### src/rtl/neo_sequencer_if.sv
// Sample-memory / NEO result bus between neo_sequencer and its neighbours.
// THRESH_EN adds the thresh input and spike output.
interface neo_sequencer_if #(
    parameter int N = 16,
    parameter int M = 16
);
    localparam int AW = $clog2(M) + 1;

    logic                  start;
    logic signed [N-1:0]   rdata;
    logic [AW-1:0]         raddr;
    logic                  busy;
    logic                  done;
    logic                  neo_valid;
    logic [AW-1:0]         neo_idx;
    logic signed [2*N-1:0] neo_out;
`ifdef THRESH_EN
    logic signed [2*N-1:0] thresh;
    logic                  spike;
`endif

    modport slave (
        input  start, rdata,
`ifdef THRESH_EN
        input  thresh,
        output spike,
`endif
        output raddr, busy, done, neo_valid, neo_idx, neo_out
    );

    modport master (
        output start, rdata,
`ifdef THRESH_EN
        output thresh,
        input  spike,
`endif
        input  raddr, busy, done, neo_valid, neo_idx, neo_out
    );
endinterface

### src/rtl/neo_sequencer.sv
// Streams memory 0..M-1 through a 3-sample window, emitting Teager/Kaiser NEO.
// THRESH_EN adds a registered spike flag (neo_out > thresh).
module neo_sequencer #(
    parameter int N = 16,
    parameter int M = 16
) (
    input  logic           Clk,
    input  logic           reset,
    neo_sequencer_if.slave bus
);
    localparam int AW = $clog2(M) + 1;
    localparam logic [AW-1:0] LAST = AW'(M - 1);

    generate
        if (M < 3) begin : g_bad_m
            $error("neo_sequencer: M must be >= 3");
        end
    endgenerate

    typedef enum logic [1:0] {IDLE, RUN, DRAIN, DONE} state_t;

    state_t                state;
    logic                  vld;
    logic [AW-1:0]         beats;
    logic signed [N-1:0]   x_prev;
    logic signed [N-1:0]   x_cur;
    logic signed [2*N-1:0] wp;
    logic signed [2*N-1:0] wc;
    logic signed [2*N-1:0] wn;
    logic signed [2*N-1:0] psi;
    logic                  compute;

    // Sign-extend to 2N first so both products are full precision.
    assign wp      = {{N{x_prev[N-1]}}, x_prev};
    assign wc      = {{N{x_cur[N-1]}}, x_cur};
    assign wn      = {{N{bus.rdata[N-1]}}, bus.rdata};
    assign psi     = (wc * wc) - (wp * wn);
    assign compute = vld && (beats >= AW'(2));

    always_ff @(posedge Clk) begin
        if (reset) begin
            state         <= IDLE;
            vld           <= 1'b0;
            beats         <= '0;
            x_prev        <= '0;
            x_cur         <= '0;
            bus.raddr     <= '0;
            bus.busy      <= 1'b0;
            bus.done      <= 1'b0;
            bus.neo_valid <= 1'b0;
            bus.neo_idx   <= '0;
            bus.neo_out   <= '0;
`ifdef THRESH_EN
            bus.spike     <= 1'b0;
`endif
        end else begin
            vld           <= (state == RUN);
            bus.done      <= 1'b0;
            bus.neo_valid <= 1'b0;
`ifdef THRESH_EN
            bus.spike     <= 1'b0;
`endif
            if (vld) begin
                x_prev <= x_cur;
                x_cur  <= bus.rdata;
                beats  <= beats + 1'b1;
            end
            if (compute) begin
                bus.neo_valid <= 1'b1;
                bus.neo_out   <= psi;
                bus.neo_idx   <= beats - 1'b1;
`ifdef THRESH_EN
                bus.spike     <= (psi > bus.thresh);
`endif
            end
            unique case (state)
                IDLE: begin
                    bus.raddr <= '0;
                    if (bus.start) begin
                        state    <= RUN;
                        bus.busy <= 1'b1;
                        beats    <= '0;
                    end
                end
                RUN: begin
                    if (bus.raddr == LAST) begin
                        state     <= DRAIN;
                        bus.raddr <= '0;
                    end else begin
                        bus.raddr <= bus.raddr + 1'b1;
                    end
                end
                // Last beat is in flight while vld is still high.
                DRAIN: begin
                    if (!vld) begin
                        state    <= DONE;
                        bus.done <= 1'b1;
                    end
                end
                DONE: begin
                    state    <= IDLE;
                    bus.busy <= 1'b0;
                end
                default: state <= IDLE;
            endcase
        end
    end
endmodule
### src/flat_wrapper.sv
// flat-port wrapper written by rule: the top's interface ports become plain ports
module neo_sequencer_flat 
#(
    parameter int N = 16,
    parameter int M = 16
)
  (Clk, reset, bus_start, bus_rdata, bus_raddr, bus_busy, bus_done, bus_neo_valid, bus_neo_idx, bus_neo_out);
  neo_sequencer_if #(.N(N), .M(M)) bus_i ();
  input  logic Clk;
  input  logic reset;
  input wire logic [$bits(bus_i.start)-1:0] bus_start;
  input wire logic [$bits(bus_i.rdata)-1:0] bus_rdata;
  output wire logic [$bits(bus_i.raddr)-1:0] bus_raddr;
  output wire logic [$bits(bus_i.busy)-1:0] bus_busy;
  output wire logic [$bits(bus_i.done)-1:0] bus_done;
  output wire logic [$bits(bus_i.neo_valid)-1:0] bus_neo_valid;
  output wire logic [$bits(bus_i.neo_idx)-1:0] bus_neo_idx;
  output wire logic [$bits(bus_i.neo_out)-1:0] bus_neo_out;
  assign bus_i.start = bus_start;
  assign bus_i.rdata = bus_rdata;
  assign bus_raddr = bus_i.raddr;
  assign bus_busy = bus_i.busy;
  assign bus_done = bus_i.done;
  assign bus_neo_valid = bus_i.neo_valid;
  assign bus_neo_idx = bus_i.neo_idx;
  assign bus_neo_out = bus_i.neo_out;
  neo_sequencer #(.N(N), .M(M)) u_core (.Clk(Clk), .reset(reset), .bus(bus_i));
endmodule
### config.mk
export PLATFORM = sky130hd
export DESIGN_NAME = neo_sequencer_flat
export DESIGN_NICKNAME = d
export VERILOG_FILES = /design/src/rtl/neo_sequencer_if.sv /design/src/rtl/neo_sequencer.sv /design/src/flat_wrapper.sv
export SDC_FILE = /design/constraint.sdc
export NUM_CORES = 2
export LEC_CHECK = 0
export ABC_CLOCK_PERIOD_IN_PS = 10600
export CAP_MARGIN = 10
export CORE_MARGIN = 3
export CORE_UTILIZATION = 25
export CTS_CLUSTER_SIZE = 8
export DETAILED_ROUTE_END_ITERATION = 8
export GPL_TIMING_DRIVEN = 1
export SLEW_MARGIN = 20
export SYNTH_ARGS = -nofsm -noshare
export SYNTH_HDL_FRONTEND = slang
export SYNTH_SLANG_ARGS = --single-unit
export TNS_END_PERCENT = 5
### constraint.sdc
create_clock -name Clk -period 10.6 [get_ports Clk]
set_clock_uncertainty 0.05 [all_clocks]
set_input_delay 1.06 -clock Clk [delete_from_list [all_inputs] [get_ports Clk]]
set_output_delay 1.06 -clock Clk [all_outputs]
set_load 0.01 [all_outputs]
# --- Yosys cells after proc, flatten, opt, wreduce, memory -nomap -nowiden ---
# Index checks and enable logic that the tools add are counted.
word_totals:
  romBits: 0
  mem_count: 0
  regBits: 85
  latchBits: 0
  mem_bits_rw: 0
  wordCells: 46
  inputBits: 19
op_classes:
  eq_ne: 7
  n_bitwise: 1
  mul: 2
  n_shift: 0
  n_div: 0
  add_sub_neg: 4
  muxes: 13
  order_cmp: 1
  reduce_logical: 7
ops:
  columns: ["op", "n"]
  rows:
  - ["$mul 16x16->32", 2]
  - ["$sub 32x32->32", 1]
  - ["$mux 5", 4]
  - ["$add 5x1->5 const B", 2]
  - ["$pmux 5 s2", 1]
  - ["$pmux 2 s4", 1]
  - ["$mux 2", 3]
  - ["$ne 2x2->1 const B", 3]
  - ["$eq 5x4->1 const B", 1]
  - ["$ge 5x2->1 const B", 1]
  - ["$sub 5x1->5 const B", 1]
  - ["$eq 2x2->1 const B", 2]
  - ["$reduce_bool 2->1", 2]
  - ["$mux 1", 3]
  - ["$reduce_and 3->1", 1]
  - ["$eq 2x1->1 const B", 1]
  - ["$logic_not 2->1", 1]
  - ["$pmux 1 s2", 1]
  - ["$reduce_and 2->1", 1]
  - ["$reduce_or 2->1", 1]
  - ["$logic_and 1x1->1", 1]
  - ["$not 1->1", 1]

# --- Logic depth before layout (Yosys ltp) ---
logic_depth:
  word_depth: 4
  ltp_mapped: 29
  depth_no_buf: 27

# --- Worst setup path before layout ---
# Ideal clock, no wire load.
synth_timing:
  path_kind: "input to register"
  from: "input bus_rdata[0]"
  to: "register u_core.bus.neo_out[23]"
  t_required_ps: 10428
  t_arrival_ps: 7950
  stages: 24
  setup_slack_ps: 2478
  path_cell_list: "clkbuf_1 > nand2_1 > inv_1 > fa_1 > inv_1 > fa_1 > inv_1 > fa_1 > inv_1 > fa_1 > fa_1 > fa_1 > fa_1 > inv_1 > fa_1 > inv_1 > ha_1 > a211o_1 > nor3_1 > o2bb2ai_4 > o21ai_2 > or4_1 > and3_1 > a311o_1"
synth_via:
  elab_chain_cells: 2
synth_lines:
  columns: ["item", "line_no", "text"]
  rows:
  - ["start, declared", "flat_wrapper.sv:12", "input wire logic [$bits(bus_i.rdata)-1:0] bus_rdata;"]
  - ["$mul 16x16->32", "neo_sequencer.sv:37", "assign psi = (wc * wc) - (wp * wn);"]
  - ["$sub 32x32->32", "neo_sequencer.sv:37", null]
  - ["end signal, assigned", "neo_sequencer.sv:70", "bus.neo_out <= psi;"]
  - ["end, declared", "neo_sequencer_if.sv:28", "output raddr, busy, done, neo_valid, neo_idx, neo_out"]
# Every way passes these cells.
# A chain may end at the register's enable or synchronous reset.

# --- Worst setup path after layout ---
layout_timing:
  from: "input bus_rdata[1]"
  to: "register u_core.bus.neo_out[23]"
# Same word-level chain as after synthesis.

==> flow_summary.yaml <==
power_and_ir_drop:
  ir_drop_uv: 472
  power_density_nw_per_um2: 268
  total_leakage_power_nw: 11.4
grt:
  overflow: 0
  globalRouteTotalUtil: 0.117
  antenna_found_initial: 0
  grt_max_degree: 72
  global_route_wire_length_before_repair_um: 86200
  grt_pass1_vias: 15867
floorplanning:
  dieHeight_um: 304
  fp-row-count: 108
  pin_count: 64
  initial_core_utilization: 0.254
  die_width_um: 304
  design.core.area_um2: 87600
  design.die.area_um2: 92700
setup_path:
  critical_path_required_ns: 10.83
  crit_path_frequent_cell: "sky130_fd_sc_hd__fa_1"
  endpoint_kind: "flop"
  cp.arrival_ns: 9.19
  worst_path_largest_cell_delay_ns: 0.96
  crit_family: "adder cells"
  cell_chain_of_the_critical_path: "clkdlybuf4s50_1, nand2_1, inv_1, fa_1, inv_1, fa_1, inv_1, fa_1, inv_1, fa_1, fa_1, fa_1, fa_1, inv_1, fa_1, inv_1, ha_1, a211o_1, nor3_1, o2bb2ai_4, o21ai_2, or4_1, and3_1, a311o_1"
  ws_path_type: "in2reg"
  worst_setup_path_start_kind: "primary input"
  slowest_stage: "sky130_fd_sc_hd__clkdlybuf4s50_1"
  path_max_fanout: 17
  path_buf_inv: 7
timing:
  finalCritPeriodShare: 0.846
  grt_setup_unrepaired: "no"
  worst_slack_ns: 1.64
  max_transition_viols_final: 0
  layout_min_cycle_time_ns: 8.96
  finalHoldViolations: 0
  total_of_endpoints_with_negative_setup_slack_in_the_final_report: 0
  fin_setup_tns_ns: 0
  timing.slew.headroom: 0.290
  clock.fmax_ghz: 0.112
  worst_slew_pin_slew_ns: 1.06
route:
  drt_iter0_drcs: 907
  drt-total-wl_um: 51800
  viasPerCell: 4.22
  drt_drc_violations_left: 0
  firstDrtPassIters: 6
  route.antenna.remaining_nets: 0
  route.detailed.wl_per_inst_um: 14.6
  via_count: 14946
clocking:
  ctsHoldBuffers: 0
  postCtsSetupRepairBufs: 0
  worstSkewPairLatency_ns: 0.40
  clock_buffers_created_by_tritoncts: 9
  cts_repair_resize_count: 0
  tritoncts: "yes"
  cts_max_level: 3
  path_clk_slew_ns: 0.07
  numClockSinks: 85
  ctsLongestPathBuffers: 2
  cts-root-buf: "sky130_fd_sc_hd__clkbuf_16"
synth:
  postSynthAreaPerCell_um2: 9.36
  syn-instance-count: 2381
  synth.lib_cells_used.distinct: 63
  synth_area_leaders: "sky130_fd_sc_hd__fa_1 (49%), sky130_fd_sc_hd__inv_1 (12%), sky130_fd_sc_hd__ha_1 (9.8%)"
  synth_sequential_area_ratio: 0.0764
  synth_area_leader_cell: "sky130_fd_sc_hd__fa_1"
  synthArstFlopShare: 0
  synth_ff_type: "sky130_fd_sc_hd__dfxtp_1"
  synth.top_cell.area_share: 0.491
  synth.cell_area_um2: 22300
  ys_warn_count: 0
  synth.ff_latch_count: 85
  syn_nets: 3120
  synth-edff-count: 0
layout:
  layout.core_utilization: 0.279
  antenna-diode-count: 0
  drive_gt1_frac: 0.0197
  synthToLayoutAreaGrowth_pct: 9.84
  layout_common_cells: "sky130_fd_sc_hd__inv_1 (684), sky130_fd_sc_hd__fa_1 (546), sky130_fd_sc_hd__nand2_1 (238)"
  final_cell_count_no_fill: 3545
  final_common_cell: "sky130_fd_sc_hd__inv_1"
  layout.cell_area.non_filler_um2: 24500
  final_nets: 3124
outcome:
  result_of_the_run: "complete, no violations"
placement:
  detailed_place_hpwl_um: 43500
  numPortBuffers: 63
  place.gp.congestion: 0.849
  postPlaceCellArea_um2: 24100
  pre_cts_ws_ns: 1.25
  dp.cells: 3529
run:
  max-cap-violations: 0
min_path:
  hold_class: "reg2reg"
==> registers in the layout, indices dropped and copies added (netlist names) <==
register,flops
u_core.bus.neo_valid,1
u_core.vld,1
u_core.beats,5
u_core.bus.done,1
u_core.state,2
u_core.bus.busy,1
u_core.bus.neo_idx,5
u_core.x_prev,16
u_core.bus.raddr,5
u_core.bus.neo_out,32
u_core.x_cur,16
==> tightest hold or removal path: cells and delay by family (launching register included) <==
kind,cells,cell delay (ns)
AND/OR/NAND/NOR,1,0.05
AO/OA/AOI/OAI,1,0.05
flip-flops,1,0.31
==> area by class of cell <==
cell class / count / area, µm²
multi-input cells: 1525 / 17700
inverters: 685 / 2570
clock inverters: 7 / 91.3
well taps: 1155 / 1450
repair buffers: 79 / 746
flip-flops and latches: 85 / 1700
clock buffers: 9 / 225
fillers: 9357 / 63100
==> metal layers <==
layer | share of wire | up-vias | GRT usage
met5 | 0 | - | 0
met4 | 0.018 | 0 | 0.0248
met3 | 0.035 | 47 | 0.0131
met2 | 0.54 | 257 | 0.213
met1 | 0.41 | 7741 | 0.148
li1 | - | 6901 | -
==> synthesized netlist by cell type (all sizes together) (19+ instances only) <==
master,number
inv,684
fa,546
nand2,238
ha,174
and2,165
dfxtp,85
nor2,85
clkbuf,77
a21oi,46
xnor2,38
mux2i,36
o21ai,24
nor2b,19
==> power by group <==
group | internal (W) | switching [W]
clock | 0.000189 | 0.000173
combinational | 0.00240 | 0.00340
sequential | 0.000339 | 0.0000550
total | 0.00293 | 0.00362
==> metrics by stage <==
stage	hold slack [ns]	total power (W)
2_1_floorplan	0.420	0.00485
3_3_place_gp	0.390	0.00616
3_5_place_dp	0.394	0.00620
4_1_cts	0.403	0.00660
5_1_grt	0.429	0.00738
6_report	0.401	0.00656
==> worst paths after layout <==
path                                                          start                             endpoint  slack [ns]  cells past startpoint
worst max-delay path                                   bus_rdata[1]  u_core.bus.neo_out[23]$_SDFFE_PP0P_        1.64                     24
worst max register to register         u_core.x_cur[2]$_SDFFE_PP0P_  u_core.bus.neo_out[29]$_SDFFE_PP0P_        2.05                     25
worst min register to register  u_core.bus.neo_out[14]$_SDFFE_PP0P_  u_core.bus.neo_out[14]$_SDFFE_PP0P_        0.40                      2
worst min-delay path            u_core.bus.neo_out[14]$_SDFFE_PP0P_  u_core.bus.neo_out[14]$_SDFFE_PP0P_        0.40                      2
==> logic make-up (layout without fill, tap and decap cells) <==
kind of cell	after synthesis	after routing	synth area share
buffers and inverters	771	780	0.130
adder cells (fa/ha/maj)	720	720	0.588
AND/OR/NAND/NOR	580	580	0.126
AO/OA/AOI/OAI	134	134	0.0409
flip-flops	85	85	0.0764
XOR/XNOR	54	54	0.0212
multiplexers	37	37	0.0167
Power figures use the tool's default switching activity.
